### config.mk
export PLATFORM = sky130hd
export DESIGN_NAME = uart_rx_gen
export DESIGN_NICKNAME = d
export VERILOG_FILES = /design/src/rtl/uart_rx_gen.sv
export SDC_FILE = /design/constraint.sdc
export NUM_CORES = 1
export LEC_CHECK = 0
export BUFFER_PORTS_ARGS = -buffer_cell sky130_fd_sc_hd__buf_2
export CAP_MARGIN = 20
export CORE_ASPECT_RATIO = 0.9
export CORE_MARGIN = 2
export CORE_UTILIZATION = 35
export DETAILED_ROUTE_END_ITERATION = 10
export MAX_ROUTING_LAYER = met4
export PLACE_DENSITY_LB_ADDON = 0.2
export SLEW_MARGIN = 5
export SYNTH_ARGS = -nofsm -noshare
export SYNTH_HDL_FRONTEND = slang
export SYNTH_SLANG_ARGS = --single-unit
### constraint.sdc
create_clock -name clk -period 3.7 [get_ports clk]
set_clock_uncertainty 0.05 [all_clocks]
set_input_delay 0.74 -clock clk [delete_from_list [all_inputs] [get_ports clk]]
set_output_delay 0.74 -clock clk [all_outputs]
set_load 0.005 [all_outputs]
### src/rtl/uart_rx_gen.sv
// uart_rx_gen - oversampled UART receiver with parity/framing checks and a
// one-word output buffer with overrun detection.
//
// Parameters:
//   DATA_W    - data bits per frame (5..9)
//   OSR       - b_tick pulses per bit period (even, >= 4)
//   STOP_BITS - stop bits checked per frame (1 or 2)
//
// Ports:
//   clk        - rising-edge clock
//   rst        - synchronous active-high reset
//   b_tick     - oversampling tick, one-cycle pulse
//   rx         - asynchronous serial line, idle high
//   parity_en  - a parity bit follows the data bits
//   parity_odd - 1 = odd parity, 0 = even parity
//   dout       - received word, LSB first on the line
//   dout_valid - dout holds an unconsumed word
//   dout_ready - consumer accepts the word
//   parity_err - parity mismatch on the word in dout
//   frame_err  - a stop bit of the word in dout sampled low
//   overrun    - sticky: a frame was dropped while dout was full
//   busy       - receiver is not idle
module uart_rx_gen #(
  parameter int DATA_W    = 8,
  parameter int OSR       = 16,
  parameter int STOP_BITS = 1
) (
  input  logic              clk,
  input  logic              rst,
  input  logic              b_tick,
  input  logic              rx,
  input  logic              parity_en,
  input  logic              parity_odd,
  output logic [DATA_W-1:0] dout,
  output logic              dout_valid,
  input  logic              dout_ready,
  output logic              parity_err,
  output logic              frame_err,
  output logic              overrun,
  output logic              busy
);

  localparam int TW = $clog2(OSR);
  localparam int BW = $clog2(DATA_W + 1);
  localparam logic [TW-1:0] HALF_LAST = TW'(OSR / 2 - 1);
  localparam logic [TW-1:0] BIT_LAST  = TW'(OSR - 1);
  localparam logic [BW-1:0] DATA_LAST = BW'(DATA_W - 1);
  localparam logic          STOP_LAST = 1'(STOP_BITS - 1);

  typedef enum logic [2:0] {
    IDLE,
    START,
    DATA,
    PARITY,
    STOP
  } state_t;

  state_t            state, state_n;
  logic [TW-1:0]     tick_cnt, tick_n;
  logic [BW-1:0]     bit_cnt, bit_n;
  logic              stop_cnt, stop_n;
  logic [DATA_W-1:0] shift_reg, shift_n;
  logic              perr_r, perr_n;
  logic              ferr_r, ferr_n;
  logic              complete;
  logic              rx_meta, rx_s;

  // Two-flop synchronizer; resets to the idle line level so a reset never
  // looks like a start bit.
  always_ff @(posedge clk) begin
    if (rst) begin
      rx_meta <= 1'b1;
      rx_s    <= 1'b1;
    end else begin
      rx_meta <= rx;
      rx_s    <= rx_meta;
    end
  end

  // Frame state and datapath registers.
  always_ff @(posedge clk) begin
    if (rst) begin
      state     <= IDLE;
      tick_cnt  <= '0;
      bit_cnt   <= '0;
      stop_cnt  <= 1'b0;
      shift_reg <= '0;
      perr_r    <= 1'b0;
      ferr_r    <= 1'b0;
    end else begin
      state     <= state_n;
      tick_cnt  <= tick_n;
      bit_cnt   <= bit_n;
      stop_cnt  <= stop_n;
      shift_reg <= shift_n;
      perr_r    <= perr_n;
      ferr_r    <= ferr_n;
    end
  end

  // Next-state logic. Every counting state advances only on b_tick and
  // restarts its tick counter at each sample, so it never wraps.
  always_comb begin
    state_n  = state;
    tick_n   = tick_cnt;
    bit_n    = bit_cnt;
    stop_n   = stop_cnt;
    shift_n  = shift_reg;
    perr_n   = perr_r;
    ferr_n   = ferr_r;
    complete = 1'b0;
    unique case (state)
      IDLE: begin
        if (!rx_s) begin
          state_n = START;
          tick_n  = '0;
        end
      end
      START: begin
        if (b_tick) begin
          if (tick_cnt == HALF_LAST) begin
            if (rx_s) begin
              state_n = IDLE;
            end else begin
              state_n = DATA;
              tick_n  = '0;
              bit_n   = '0;
              perr_n  = 1'b0;
              ferr_n  = 1'b0;
            end
          end else begin
            tick_n = tick_cnt + 1'b1;
          end
        end
      end
      DATA: begin
        if (b_tick) begin
          if (tick_cnt == BIT_LAST) begin
            shift_n = {rx_s, shift_reg[DATA_W-1:1]};
            tick_n  = '0;
            bit_n   = bit_cnt + 1'b1;
            if (bit_cnt == DATA_LAST) begin
              stop_n  = 1'b0;
              state_n = PARITY;
            end
          end else begin
            tick_n = tick_cnt + 1'b1;
          end
        end
      end
      PARITY: begin
        // parity_en is consulted only here; with parity off we pass straight
        // through, still counting a tick that lands in this cycle so the
        // stop-bit timing is unaffected.
        if (!parity_en) begin
          state_n = STOP;
          tick_n  = b_tick ? TW'(1) : '0;
        end else if (b_tick) begin
          if (tick_cnt == BIT_LAST) begin
            perr_n  = ((^shift_reg) ^ rx_s) != parity_odd;
            tick_n  = '0;
            state_n = STOP;
          end else begin
            tick_n = tick_cnt + 1'b1;
          end
        end
      end
      STOP: begin
        if (b_tick) begin
          if (tick_cnt == BIT_LAST) begin
            if (!rx_s) begin
              ferr_n = 1'b1;
            end
            tick_n = '0;
            if (stop_cnt == STOP_LAST) begin
              state_n  = IDLE;
              complete = 1'b1;
            end else begin
              stop_n = stop_cnt + 1'b1;
            end
          end else begin
            tick_n = tick_cnt + 1'b1;
          end
        end
      end
      default: state_n = IDLE;
    endcase
  end

  // Output buffer. A completed frame loads only when the buffer is empty or
  // being drained in the same cycle; otherwise it is dropped and flagged.
  always_ff @(posedge clk) begin
    if (rst) begin
      dout       <= '0;
      dout_valid <= 1'b0;
      parity_err <= 1'b0;
      frame_err  <= 1'b0;
      overrun    <= 1'b0;
    end else if (complete && (!dout_valid || dout_ready)) begin
      dout       <= shift_reg;
      parity_err <= perr_n;
      frame_err  <= ferr_n;
      dout_valid <= 1'b1;
    end else if (complete) begin
      overrun <= 1'b1;
    end else if (dout_valid && dout_ready) begin
      dout_valid <= 1'b0;
      overrun    <= 1'b0;
    end
  end

  assign busy = (state != IDLE);

endmodule

======== Yosys cells after proc, flatten, opt, wreduce, memory -nomap -nowiden ========
Cells that the tools add are included.
word-level totals
  word-level logic and storage cells ...... 117
  flip-flop bits (word level) ............. 36
  bits of input ports ..................... 7
  output and inout port bits .............. 13
cells by class
  reductions and logical operators ........ 20
  muxes and demuxes ....................... 57
  bitwise gates (word level) .............. 2
  add/subtract/negate cells ............... 3
  equal/unequal tests ..................... 21
operators with widths
  kind                                                  count
  two-way mux 4 bit                                     11
  two-way mux 3 bit                                     12
  two-way mux 1 bit                                     27
  inequality test 2 bit (second input constant)         10
  one-hot mux 4 bit (4 select lines)                    1
  one-hot mux 3 bit (5 select lines)                    1
  AND reduction 6 bit                                   2
  AND reduction 11 bit                                  1
  adder 4 x 1 -> 4 bit (second input constant)          2
  equality test 4 x 3 -> 1 bit (second input constant)  2
  one-hot mux 4 bit (2 select lines)                    1
  nonzero test 2 bit                                    4
  parity 8 bit                                          1
  equality test 3 x 2 -> 1 bit (second input constant)  2
  inequality test 3 bit (second input constant)         2
  one-hot mux 1 bit (2 select lines)                    3
  AND reduction 2 bit                                   3
  equality test 4 bit (second input constant)           1
  nonzero test 4 bit                                    1
  equality test 3 x 1 -> 1 bit (second input constant)  1
  equality test 3 bit (second input constant)           1
  logical NOT 3 bit                                     1
  AND reduction 3 bit                                   1
  nonzero test 3 bit                                    1
  other kinds (10)                                      11

======== Depth between registers and ports, before layout ========
Gate-level depths: netlist of the first run.
  depth in word-level cells ............... 7
  gate-level depth with buffers ........... 8
  gate-level depth less buffers ........... 6

======== Worst setup path before layout of the first run ========
No wires, ideal clock.
  path kind ............................... input to register
  start point ............................. input port b_tick
  end point ............................... register state[1]
  data required time ...................... 3.533 ns
  setup slack ............................. 1.774 ns
  data arrival time ....................... 1.758 ns
  cell stages on the path ................. 5
  path buffers ............................ 0
  library setup time ...................... 0.117 ns
  cells stage by stage .................... nand4_4 a21o_1 a222oi_1 nand2_1 a32o_1
on the way
  longest elaborated chain between the ends .. 2
  elaborated cells between the ends (all ways) .. 5
  classes of those cells .................. eq/ne (4); reduce/logical (1)
RTL lines
  element                                                                          RTL line  source
  start, declared                                                                  30        input logic b_tick,
  inequality test 3 bit (no source line) or inequality test 2 bit (tied branches)  --
  AND reduction 11 bit (no source line) *                                          --
  end signal, assigned                                                             91        state <= state_n;
  end, declared                                                                    58        state_t state, state_n;
Every way passes the cells marked *; elsewhere a longest branch is shown, timed or not.
A chain may end at the register's enable or synchronous reset.

======== Final worst setup path of the first run ========
  start point ............................. register state[2]
  end point ............................... register dout[0]
on the way
  longest elaborated chain between the ends .. 3
RTL lines
  element               RTL line  source
  equality test 3 bit   112       unique case (state)
  two-way mux 1 bit     112
  logical AND 1 bit     199       end else if (complete && (!dout_valid || dout_ready)) begin
  end signal, assigned  200       dout <= shift_reg;
  end, declared         34        output logic [DATA_W-1:0] dout,
Every way passes these cells.

==> metrics.txt, run 1 <==
# TYPE chip_impl_metric gauge
chip_impl_metric{name="avgRoutedWirePerCell",unit="um"} 13.5
chip_impl_metric{name="cts_resized",unit=""} 0
chip_impl_info{name="status",value="finished clean"} 1
chip_impl_metric{name="clk_transition_reported_paths",unit="ns"} 0.08
chip_impl_metric{name="detailed_place_hpwl",unit="um"} 2670
chip_impl_metric{name="leakage",unit="uW"} 0.000819
chip_impl_metric{name="setup_viol",unit=""} 0
chip_impl_metric{name="grt_remaining_overflow",unit=""} 0
chip_impl_metric{name="rrSetupSlack",unit="ns"} 1.37
chip_impl_metric{name="drt_iter0_drc",unit=""} 126
chip_impl_metric{name="power.clock.fraction",unit="%"} 39.7
chip_impl_metric{name="die_height",unit="um"} 72.3
chip_impl_metric{name="vdd_ir_drop_max",unit="V"} 0.000180
chip_impl_metric{name="placed_cell_area",unit="um2"} 1920
chip_impl_metric{name="die-area",unit="um2"} 5780
chip_impl_metric{name="comb_power_share",unit="%"} 12.2
chip_impl_metric{name="synth.ff_latch_count",unit=""} 35
chip_impl_info{name="postSynth.topFlopCell",value="sky130_fd_sc_hd__dfxtp_1"} 1
chip_impl_metric{name="worst_skew_pair.late_latency",unit="ns"} 0.29
chip_impl_metric{name="crit_path_max_fanout",unit=""} 22
chip_impl_metric{name="drtAntennaViolNets",unit=""} 0
chip_impl_metric{name="placement_rows",unit=""} 24
chip_impl_metric{name="dieWidth",unit="um"} 79.9
chip_impl_metric{name="dr_total_vias",unit=""} 1588
chip_impl_info{name="setup.worst_path.class",value="reg -> reg"} 1
chip_impl_metric{name="timing_hold_violations_final",unit=""} 0
chip_impl_info{name="critical_path.endpoint_type",value="register"} 1
chip_impl_info{name="worstSetupStartpointType",value="register"} 1
chip_impl_info{name="holdPathEnd",value="rx_s"} 1
chip_impl_metric{name="number_of_hold_repair_buffers_added_at_the_cts_stage",unit=""} 0
chip_impl_info{name="cell_type_with_the_highest_aggregate_area_in_the_netlist",value="sky130_fd_sc_hd__dfxtp_1"} 1
chip_impl_info{name="tritoncts_clock_tree",value="done"} 1
chip_impl_metric{name="worst-slew-pin-transition",unit="ns"} 0.653
chip_impl_info{name="rr_endpoint",value="dout[0]"} 1
chip_impl_metric{name="seq_area_frac_synth",unit="%"} 38.6
chip_impl_metric{name="ios",unit=""} 20
chip_impl_metric{name="placeableCoreArea",unit="um2"} 4920
chip_impl_info{name="synth_area_leaders",value="sky130_fd_sc_hd__dfxtp_1 (39%), sky130_fd_sc_hd__mux2i_1 (5.5%), sky130_fd_sc_hd__a21oi_1 (5.2%)"} 1
chip_impl_metric{name="fin_tns_setup",unit="ns"} 0
chip_impl_metric{name="netlist-cell-type-count",unit=""} 46
chip_impl_metric{name="dp.cells",unit=""} 290
chip_impl_metric{name="tritoncts_num_sinks",unit=""} 35
chip_impl_metric{name="grt_start_max_net_pins",unit=""} 35
chip_impl_metric{name="timing.reg2reg.worst_path_depth",unit=""} 5
chip_impl_metric{name="fin_crit_sh",unit="%"} 62.9
chip_impl_metric{name="synth-edff-count",unit=""} 0
chip_impl_metric{name="synth_area_per_cell",unit="um2"} 8.17
chip_impl_metric{name="power_density",unit="nW/um2"} 425
chip_impl_info{name="worst_hold_startpoint",value="rx_meta"} 1
chip_impl_metric{name="detail_route.drc_violations",unit=""} 0
chip_impl_metric{name="layoutNonFillerInstCount",unit=""} 298
chip_impl_info{name="cts_root_buf",value="sky130_fd_sc_hd__clkbuf_8"} 1
chip_impl_metric{name="first_global_vias",unit=""} 1460
chip_impl_metric{name="yosysWarnings",unit=""} 0
chip_impl_metric{name="route.final.wire_length",unit="um"} 4030
chip_impl_metric{name="layout_min_cycle_time",unit="ns"} 2.33
chip_impl_metric{name="grt_usage",unit="%"} 16.0
chip_impl_metric{name="worst_slew_margin_rel",unit="%"} 56.4
chip_impl_metric{name="synth-async-reset-ratio",unit="%"} 0
chip_impl_metric{name="netSwitchingFraction",unit="%"} 26.9
chip_impl_metric{name="p_sw",unit="uW"} 232
chip_impl_metric{name="antennaDiodeCount",unit=""} 0
chip_impl_metric{name="initial_antenna_violation_count",unit=""} 0
chip_impl_metric{name="initial_core_util",unit="%"} 36.8
chip_impl_metric{name="cell_internal_pwr",unit="uW"} 633
chip_impl_metric{name="critPathRequiredTime",unit="ns"} 3.80
chip_impl_metric{name="synthesis.nets",unit=""} 231
chip_impl_metric{name="wire_length_of_the_first_global_routing_pass",unit="um"} 7110
chip_impl_metric{name="clock.fmax",unit="MHz"} 430
chip_impl_metric{name="arrival",unit="ns"} 2.42
chip_impl_metric{name="maxCapViolCount",unit=""} 0
chip_impl_metric{name="clock_path_buffers",unit=""} 2
chip_impl_metric{name="cts_made_buffers",unit=""} 5
chip_impl_metric{name="area_growth_syn_to_layout",unit="%"} 12.1
chip_impl_metric{name="layout-drive-gt1-share",unit="%"} 13.7
chip_impl_metric{name="part_of_the_total_power_dissipated_in_sequential_elements",unit="%"} 48.1
chip_impl_info{name="min_path_type",value="reg -> reg"} 1
chip_impl_metric{name="synth_largest_type_area_fraction",unit="%"} 38.6
chip_impl_metric{name="postCtsSetupRepairBufs",unit=""} 0
chip_impl_metric{name="layout.cell_area.non_filler",unit="um2"} 2030
chip_impl_metric{name="postSynthCellCount",unit=""} 222
chip_impl_metric{name="finalNetCount",unit=""} 241
chip_impl_metric{name="place.gp.congestion",unit=""} 0.852
chip_impl_metric{name="port_buffers",unit=""} 19
chip_impl_info{name="r2r_start",value="state[2]"} 1
chip_impl_metric{name="htree_num_levels",unit=""} 2
chip_impl_metric{name="syn-cell-area",unit="um2"} 1810
chip_impl_metric{name="drt_pre_antenna_iters",unit=""} 4
chip_impl_metric{name="hold_depth",unit=""} 1
chip_impl_metric{name="vias_per_cell",unit=""} 5.33
chip_impl_info{name="rsz0062_at_grt",value="false"} 1
chip_impl_metric{name="slew_viol_final",unit=""} 0
metrics by stage:
step / util [%] / worst slack, ns / hold WS [ns] / power (uW)
2_1_floorplan: - / 1.77 / 0.339 / 503
3_3_place_gp: 39.0 / 1.29 / 0.353 / 532
3_5_place_dp: 39.0 / 1.27 / 0.345 / 531
4_1_cts: 41.3 / 1.33 / 0.367 / 877
5_1_grt: 41.3 / 1.09 / 0.383 / 913
6_report: 41.3 / 1.37 / 0.365 / 865
critical path, stage by stage, from the launching register on:
cell and delay, ns:
sky130_fd_sc_hd__dfxtp_1 0.74, sky130_fd_sc_hd__or3b_2 0.53, sky130_fd_sc_hd__nor2_1 0.14, sky130_fd_sc_hd__nand2_1 0.38
sky130_fd_sc_hd__mux2i_1 0.27, sky130_fd_sc_hd__nor2_1 0.06
kinds of logic (layout without fill, tap and decap cells):
| kind of cell | after synthesis | in the layout | synth area share (%) |
|---|---|---|---|
| AO/OA/AOI/OAI | 61 | 61 | 20.6 |
| buffers and inverters | 20 | 31 | 4.62 |
| adder cells (fa/ha/maj) | 2 | 2 | 1.38 |
| flip-flops | 35 | 35 | 38.6 |
| multiplexers | 10 | 10 | 5.52 |
| AND/OR/NAND/NOR | 84 | 84 | 24.5 |
| XOR/XNOR | 10 | 10 | 4.83 |
Yosys cell counts (all sizes together) (2+ instances only):
cell     count
o31ai        4
nor2        21
nor3         6
and2         2
nand3b       4
nand3       10
clkbuf      10
nor3b        3
mux2i       10
o21bai       2
ha           2
a21oi       19
or3b         3
o2bb2ai      2
inv          4
nand2       18
o21ai       19
buf          6
and3         2
a31oi        3
or3          2
nor2b        6
nand4        2
xnor2       10
or2          3
dfxtp       35
cell type report:
cell class | instances | area, um2
Timing Repair Buffer | 19 | 95.1
Sequential cell | 35 | 701
Multi-Input combinational cell | 167 | 1030
Inverter | 4 | 15.0
Tap cell | 65 | 81.3
Fill cell | 516 | 2890
Clock buffer | 5 | 68.8
Clock inverter | 3 | 43.8
how the worst max path moves through the flow:
stage,slack [ns],from,depth (start not counted),end
5_1_grt,1.09,tick_cnt[0],6,state[1]
4_1_cts,1.33,state[2],5,frame_err
6_report,1.37,state[2],5,dout[0]
3_3_place_gp,1.29,b_tick,6,state[1]
3_5_place_dp,1.27,b_tick,6,state[1]
2_1_floorplan,1.77,b_tick,5,state[1]
metal layers:
layer | global-route usage [%] | part of all wire (%) | routed length, um
met1 | 21.9 | 52 | 2110
met5 | - | 0 | 0
met3 | 3.73 | 3.5 | 143
met2 | 23.4 | 43 | 1730
met4 | 5.08 | 0.99 | 40
cell usage in the layout (no fill, tap or decap), types with 2 or more instances in the layout:
master                      netlist  final
sky130_fd_sc_hd__a21oi_1         19     19
sky130_fd_sc_hd__a31oi_1          3      3
sky130_fd_sc_hd__and3_1           2      2
sky130_fd_sc_hd__buf_2            6     19
sky130_fd_sc_hd__clkbuf_8         0      5
sky130_fd_sc_hd__dfxtp_1         35     35
sky130_fd_sc_hd__ha_1             2      2
sky130_fd_sc_hd__inv_1            4      4
sky130_fd_sc_hd__mux2i_1         10     10
sky130_fd_sc_hd__nand2_1         18     18
sky130_fd_sc_hd__nand3_1         10     10
sky130_fd_sc_hd__nand3b_1         4      4
sky130_fd_sc_hd__nor2_1          20     20
sky130_fd_sc_hd__nor2b_1          6      6
sky130_fd_sc_hd__nor3_1           6      6
sky130_fd_sc_hd__nor3b_1          3      3
sky130_fd_sc_hd__o21ai_0         19     19
sky130_fd_sc_hd__o21bai_1         2      2
sky130_fd_sc_hd__o2bb2ai_1        2      2
sky130_fd_sc_hd__o31ai_1          4      4
sky130_fd_sc_hd__or2_2            2      2
sky130_fd_sc_hd__or3_1            2      2
sky130_fd_sc_hd__or3b_1           2      2
sky130_fd_sc_hd__xnor2_1         10     10
power by group through the flow:
stage | clock (uW) | combinational (uW) | sequential, uW
global route | 370 | 123 | 420
global placement | 0 | 107 | 426
floorplan | 0 | 97.9 | 405
detailed placement | 0 | 106 | 425
finish | 343 | 106 | 416
CTS | 355 | 107 | 416
No activity file was read; power rests on OpenSTA's default activity.
==> run 2, diff against run 1 <==
==> constraint.sdc (replaced) <==
create_clock -name clk -period 1.9 [get_ports clk]
set_clock_uncertainty 0.05 [all_clocks]
set_input_delay 0.38 -clock clk [delete_from_list [all_inputs] [get_ports clk]]
set_output_delay 0.38 -clock clk [all_outputs]
set_load 0.005 [all_outputs]
==> metrics.txt, run 2 (synthesis results as in run 1) <==
# TYPE chip_impl_metric gauge
chip_impl_metric{name="power_density",unit="nW/um2"} 742
chip_impl_metric{name="clock.fmax",unit="MHz"} 558
chip_impl_metric{name="clk_transition_reported_paths",unit="ns"} 0.07
chip_impl_metric{name="layout_min_cycle_time",unit="ns"} 1.79
chip_impl_metric{name="maxCapViolCount",unit=""} 0
chip_impl_metric{name="final_core_utilization",unit="%"} 44.5
chip_impl_metric{name="clock_path_buffers",unit=""} 2
chip_impl_metric{name="place.gp.congestion",unit=""} 0.837
chip_impl_metric{name="leakage",unit="uW"} 0.000923
chip_impl_info{name="tritoncts_clock_tree",value="done"} 1
chip_impl_metric{name="dr_total_vias",unit=""} 1638
chip_impl_metric{name="number_of_fill_cells_in_the_layout",unit=""} 533
chip_impl_metric{name="htree_num_levels",unit=""} 2
chip_impl_metric{name="dieWidth",unit="um"} 79.9
chip_impl_info{name="status",value="finished clean"} 1
chip_impl_metric{name="ios",unit=""} 20
chip_impl_metric{name="grt_remaining_overflow",unit=""} 0
chip_impl_metric{name="hold_depth",unit=""} 2
chip_impl_metric{name="grt_usage",unit="%"} 16.6
chip_impl_metric{name="number_of_hold_repair_buffers_added_at_the_cts_stage",unit=""} 0
chip_impl_metric{name="route.final.wire_length",unit="um"} 4250
chip_impl_metric{name="grt_start_max_net_pins",unit=""} 22
chip_impl_metric{name="slew_viol_final",unit=""} 0
chip_impl_metric{name="placeableCoreArea",unit="um2"} 4920
chip_impl_metric{name="dpl_worst_slack",unit="ns"} 0.0494
chip_impl_metric{name="timing_hold_violations_final",unit=""} 0
chip_impl_metric{name="critPathRequiredTime",unit="ns"} 2.08
chip_impl_info{name="cts_root_buf",value="sky130_fd_sc_hd__clkbuf_8"} 1
chip_impl_info{name="final_common_cell",value="sky130_fd_sc_hd__dfxtp_1"} 1
chip_impl_metric{name="worst_slew_margin_rel",unit="%"} 73.0
chip_impl_metric{name="drt_pre_antenna_iters",unit=""} 4
chip_impl_metric{name="arrival",unit="ns"} 1.97
chip_impl_metric{name="whs",unit="ns"} 0.220
chip_impl_metric{name="placement_rows",unit=""} 24
chip_impl_metric{name="port_buffers",unit=""} 19
chip_impl_metric{name="postCtsSetupRepairBufs",unit=""} 0
chip_impl_metric{name="drt_iter0_drc",unit=""} 118
chip_impl_info{name="min_path_type",value="in -> reg"} 1
chip_impl_metric{name="die_height",unit="um"} 72.3
chip_impl_metric{name="die-area",unit="um2"} 5780
chip_impl_metric{name="antennaDiodeCount",unit=""} 0
chip_impl_metric{name="detailed_place_hpwl",unit="um"} 3050
chip_impl_info{name="worstSetupStartpointType",value="register"} 1
chip_impl_metric{name="timing.reg2reg.worst_path_depth",unit=""} 5
chip_impl_metric{name="setup_viol",unit=""} 0
chip_impl_metric{name="first_global_vias",unit=""} 1520
chip_impl_metric{name="fin_tns_setup",unit="ns"} 0
chip_impl_metric{name="vdd_ir_drop_max",unit="V"} 0.000301
chip_impl_metric{name="wire_length_of_the_first_global_routing_pass",unit="um"} 7220
chip_impl_metric{name="area_growth_syn_to_layout",unit="%"} 20.9
chip_impl_metric{name="crit_path_max_fanout",unit=""} 12
chip_impl_metric{name="worst_skew_pair.late_latency",unit="ns"} 0.29
chip_impl_metric{name="worst-slew-pin-transition",unit="ns"} 0.404
chip_impl_info{name="layout_common_cells",value="sky130_fd_sc_hd__dfxtp_1 (31), sky130_fd_sc_hd__buf_4 (23), sky130_fd_sc_hd__nor2_1 (20)"} 1
chip_impl_metric{name="avgRoutedWirePerCell",unit="um"} 13.2
chip_impl_metric{name="drtAntennaViolNets",unit=""} 0
chip_impl_info{name="critical_path.endpoint_type",value="register"} 1
chip_impl_metric{name="layout-drive-gt1-share",unit="%"} 23.4
chip_impl_metric{name="finalNetCount",unit=""} 264
chip_impl_metric{name="tritoncts_num_sinks",unit=""} 35
chip_impl_metric{name="initial_core_util",unit="%"} 36.8
chip_impl_metric{name="totalPowerFinal",unit="uW"} 1630
chip_impl_metric{name="post-route-worst-setup-slack",unit="ns"} 0.107
chip_impl_metric{name="cts_made_buffers",unit=""} 5
chip_impl_metric{name="initial_antenna_violation_count",unit=""} 0
chip_impl_metric{name="detail_route.drc_violations",unit=""} 0
chip_impl_info{name="setup.worst_path.class",value="reg -> reg"} 1
chip_impl_metric{name="fin_crit_sh",unit="%"} 94.4
chip_impl_metric{name="vias_per_cell",unit=""} 5.10
## run 2: cell types whose count changed in the layout (fill, tap and decap cells not counted)
| cell | change |
|---|---|
| sky130_fd_sc_hd__o31ai_1 | -1 |
| sky130_fd_sc_hd__a21oi_2 | +1 |
| sky130_fd_sc_hd__dfxtp_1 | -4 |
| sky130_fd_sc_hd__buf_4 | +23 |
| sky130_fd_sc_hd__dfxtp_2 | +4 |
| sky130_fd_sc_hd__bufinv_16 | -1 |
| sky130_fd_sc_hd__o21ai_1 | +1 |
| sky130_fd_sc_hd__a21oi_1 | -1 |
| sky130_fd_sc_hd__clkinvlp_4 | +1 |
| sky130_fd_sc_hd__clkinv_4 | -1 |
| sky130_fd_sc_hd__o31ai_2 | +1 |
| sky130_fd_sc_hd__clkbuf_1 | +1 |
| sky130_fd_sc_hd__o21ai_0 | -1 |
## run 2: repair_timing
item                                   4_1_cts  5_1_grt
endpoints found under the hold margin        0        0
setup endpoints to repair                    0       10
resized for setup                            0        6
## run 2: metal layers
layer | GRT usage (%) | vias up | part of all wire (%) | wire length, um
met1 | 22.5 | 751 | 51 | 2170
li1 | - | 856 | - | -
met3 | 4.10 | 6 | 3.7 | 157
met5 | - | - | 0 | 0
met2 | 23.6 | 25 | 43 | 1840
met4 | 6.78 | 0 | 1.8 | 75
## run 2: final timing paths
path | from | to | slack [ns]
hold / removal | rx | rx_meta | 0.22
setup / recovery | state[0] | bit_cnt[1] | 0.11
hold reg to reg | rx_meta | rx_s | 0.37
setup reg to reg | state[0] | bit_cnt[1] | 0.11
## run 2: worst max-delay path, cell delays in order, from the launching register on
cell	delay, ns
sky130_fd_sc_hd__dfxtp_2	0.44
sky130_fd_sc_hd__or3b_1	0.43
sky130_fd_sc_hd__nor3_1	0.21
sky130_fd_sc_hd__o21bai_1	0.20
sky130_fd_sc_hd__or2_0	0.26
sky130_fd_sc_hd__a21oi_1	0.13
## run 2: cell type report
type | instances | area (um2) | share of cell area [%]
clock inverters | 2 | 12.5 | 0.570
repair buffers | 42 | 268 | 12.2
multi-input cells | 167 | 1040 | 47.3
flip-flops and latches | 35 | 706 | 32.2
well taps | 65 | 81.3 | 3.71
clock buffers | 6 | 72.6 | 3.31
inverters | 4 | 15.0 | 0.685
## run 2: metrics by stage
stage / cell area [um2] / std cells
finish: 2190 / 321
global route: 2190 / 321
CTS: 2180 / 321
detailed placement: 2100 / 313
global placement: 2100 / 313
floorplan: 1820 / 222
## run 2: where the power goes
group	total, uW	switching (uW)	internal [uW]
Clock	530	274	256
Sequential	783	28.8	755
Combinational	313	168	146
==> run 3, diff against run 2 <==
--- a/config.mk
+++ b/config.mk
@@ -7,12 +7,11 @@
 export LEC_CHECK = 0
 export BUFFER_PORTS_ARGS = -buffer_cell sky130_fd_sc_hd__buf_2
 export CAP_MARGIN = 20
-export CORE_ASPECT_RATIO = 0.9
 export CORE_MARGIN = 2
 export CORE_UTILIZATION = 35
 export DETAILED_ROUTE_END_ITERATION = 10
 export MAX_ROUTING_LAYER = met4
-export PLACE_DENSITY_LB_ADDON = 0.2
+export PLACE_DENSITY = 0.58
 export SLEW_MARGIN = 5
 export SYNTH_ARGS = -nofsm -noshare
 export SYNTH_HDL_FRONTEND = slang
==> metrics.txt, run 3 (synthesis results as in run 1) <==
# TYPE chip_impl_metric gauge
chip_impl_info{name="status",value="finished clean"} 1
chip_impl_metric{name="detailed_place_hpwl",unit="um"} 2950
chip_impl_metric{name="slew_viol_final",unit=""} 0
chip_impl_info{name="crit_path_cell_trace",value="ha_1 -> buf_4 -> and4_1 -> o21ai_0 -> o31ai_2 -> and3_1 -> a31o_1"} 1
chip_impl_metric{name="area_growth_syn_to_layout",unit="%"} 21.4
chip_impl_metric{name="final_core_utilization",unit="%"} 43.7
chip_impl_metric{name="p_sw",unit="uW"} 462
chip_impl_metric{name="wire_length_of_the_first_global_routing_pass",unit="um"} 7020
chip_impl_metric{name="vias_per_cell",unit=""} 5.06
chip_impl_info{name="maxUsedRoutingLayer",value="met4"} 1
chip_impl_metric{name="detail_route.drc_violations",unit=""} 0
chip_impl_metric{name="layout-drive-gt1-share",unit="%"} 22.9
chip_impl_metric{name="crit_path_max_fanout",unit=""} 7
chip_impl_metric{name="crit_path_max_incr_delay",unit="ns"} 0.32
chip_impl_metric{name="comb_power_share",unit="%"} 19.1
chip_impl_metric{name="clk_transition_reported_paths",unit="ns"} 0.07
chip_impl_metric{name="totalPowerFinal",unit="uW"} 1650
chip_impl_info{name="critPathTopFamily",value="compound AO/OA/AOI/OAI gates"} 1
chip_impl_metric{name="timing_hold_violations_final",unit=""} 0
chip_impl_metric{name="arrival",unit="ns"} 1.95
chip_impl_metric{name="grt_start_max_net_pins",unit=""} 23
chip_impl_metric{name="power.clock.fraction",unit="%"} 33.6
chip_impl_metric{name="power_density",unit="nW/um2"} 748
chip_impl_metric{name="htree_num_levels",unit=""} 2
chip_impl_metric{name="critPathRequiredTime",unit="ns"} 2.04
chip_impl_metric{name="first_global_vias",unit=""} 1518
chip_impl_info{name="layout_common_cells",value="sky130_fd_sc_hd__dfxtp_1 (32), sky130_fd_sc_hd__nor2_1 (20), sky130_fd_sc_hd__buf_4 (20)"} 1
chip_impl_metric{name="number_of_hold_repair_buffers_added_at_the_cts_stage",unit=""} 0
chip_impl_info{name="worstSetupStartpointType",value="register"} 1
chip_impl_metric{name="part_of_the_total_power_dissipated_in_sequential_elements",unit="%"} 47.2
chip_impl_metric{name="clock_path_buffers",unit=""} 2
chip_impl_metric{name="cell_internal_pwr",unit="uW"} 1190
chip_impl_info{name="final_common_cell",value="sky130_fd_sc_hd__dfxtp_1"} 1
chip_impl_metric{name="die_height",unit="um"} 76.0
chip_impl_metric{name="post-route-worst-setup-slack",unit="ns"} 0.0902
chip_impl_info{name="setup.worst_path.class",value="reg -> reg"} 1
chip_impl_metric{name="initial_antenna_violation_count",unit=""} 0
chip_impl_metric{name="initial_core_util",unit="%"} 36.0
chip_impl_metric{name="worst_slew_margin_rel",unit="%"} 71.9
chip_impl_metric{name="met2RoutedLength",unit="um"} 1990
chip_impl_info{name="rsz0062_at_grt",value="false"} 1
chip_impl_info{name="min_path_type",value="in -> reg"} 1
chip_impl_info{name="tritoncts_clock_tree",value="done"} 1
chip_impl_metric{name="dpl_worst_slack",unit="ns"} 0.0580
chip_impl_metric{name="cts_made_buffers",unit=""} 5
chip_impl_metric{name="layout_min_cycle_time",unit="ns"} 1.81
chip_impl_metric{name="clock.fmax",unit="MHz"} 553
chip_impl_metric{name="leakage",unit="uW"} 0.000915
chip_impl_metric{name="vdd_ir_drop_max",unit="V"} 0.000451
chip_impl_info{name="cp_slowest_cell",value="sky130_fd_sc_hd__dfxtp_2"} 1
chip_impl_metric{name="number_of_fill_cells_in_the_layout",unit=""} 515
chip_impl_info{name="cts_root_buf",value="sky130_fd_sc_hd__clkbuf_8"} 1
chip_impl_metric{name="placeableCoreArea",unit="um2"} 5040
chip_impl_metric{name="maxCapViolCount",unit=""} 0
chip_impl_metric{name="grt_remaining_overflow",unit=""} 0
chip_impl_metric{name="drt_pre_antenna_iters",unit=""} 4
chip_impl_metric{name="port_buffers",unit=""} 19
chip_impl_metric{name="place.gp.congestion",unit=""} 0.808
chip_impl_metric{name="drt_iter0_drc",unit=""} 59
chip_impl_metric{name="whs",unit="ns"} 0.220
chip_impl_metric{name="worst-slew-pin-transition",unit="ns"} 0.421
chip_impl_metric{name="fin_tns_setup",unit="ns"} 0
chip_impl_metric{name="tritoncts_num_sinks",unit=""} 35
chip_impl_metric{name="cts_resized",unit=""} 0
chip_impl_metric{name="wirelength_met1",unit="um"} 1960
chip_impl_metric{name="postCtsSetupRepairBufs",unit=""} 0
chip_impl_metric{name="setup_viol",unit=""} 0
chip_impl_metric{name="die-area",unit="um2"} 5780
chip_impl_metric{name="finalNetCount",unit=""} 262
chip_impl_metric{name="grt_usage",unit="%"} 15.4
chip_impl_metric{name="fin_crit_sh",unit="%"} 95.3
chip_impl_metric{name="route.final.wire_length",unit="um"} 4140
chip_impl_metric{name="ios",unit=""} 20
chip_impl_info{name="critical_path.endpoint_type",value="register"} 1
chip_impl_metric{name="worst_skew_pair.late_latency",unit="ns"} 0.29
chip_impl_metric{name="antennaDiodeCount",unit=""} 0
chip_impl_metric{name="path_buf_inv",unit=""} 1
chip_impl_metric{name="drtAntennaViolNets",unit=""} 0
chip_impl_metric{name="placement_rows",unit=""} 26
chip_impl_metric{name="avgRoutedWirePerCell",unit="um"} 12.8
chip_impl_metric{name="dr_total_vias",unit=""} 1635
chip_impl_metric{name="dieWidth",unit="um"} 76.0
chip_impl_metric{name="met3_wirelength",unit="um"} 114
chip_impl_metric{name="netSwitchingFraction",unit="%"} 28.0
-- run 3: through the flow --
step / instances / instance area (um2)
final: 323 / 2200
after global routing: 323 / 2200
after CTS: 323 / 2190
after detailed placement: 316 / 2100
after global placement: 316 / 2100
after floorplan: 222 / 1820
-- run 3: final timing paths --
kind | startpoint | to | slack, ns | cells after the start
hold reg to reg | rx_meta | rx_s | 0.36 | 1
hold / removal | rx | rx_meta | 0.22 | 2
setup reg to reg | tick_cnt[0] | state[0] | 0.09 | 7
setup / recovery | tick_cnt[0] | state[0] | 0.09 | 7
-- run 3: area by class of cell --
type	count	area, um2	share of cell area [%]
tap	70	87.6	3.98
timing repair buffer	40	265	12.0
clock inverter	1	5.00	0.227
sequential	35	704	32.0
multi-input combinational	167	1040	47.4
clock buffer	6	82.6	3.75
inverter	4	15.0	0.681
-- run 3: power by group through the flow --
stage | Combinational (uW) | Clock [uW] | Sequential, uW
2_1_floorplan | 190 | 0 | 789
3_3_place_gp | 307 | 0 | 795
3_5_place_dp | 307 | 0 | 794
4_1_cts | 310 | 571 | 778
5_1_grt | 351 | 587 | 783
6_report | 315 | 554 | 779
-- run 3: per-layer routing --
layer	track usage, %	vias to the layer above
li1	-	848
met1	17.4	762
met2	26.3	17
met3	3.67	8
met4	6.00	0
met5	-	-
-- run 3: worst register-to-register path, delay by kind of cell, from the launching register on --
| family | cells | cell delay, ns |
|---|---|---|
| buf+inv | 1 | 0.17 |
| fa+ha+maj | 1 | 0.24 |
| simple gates | 2 | 0.41 |
| flops | 1 | 0.32 |
| compound gates | 3 | 0.50 |
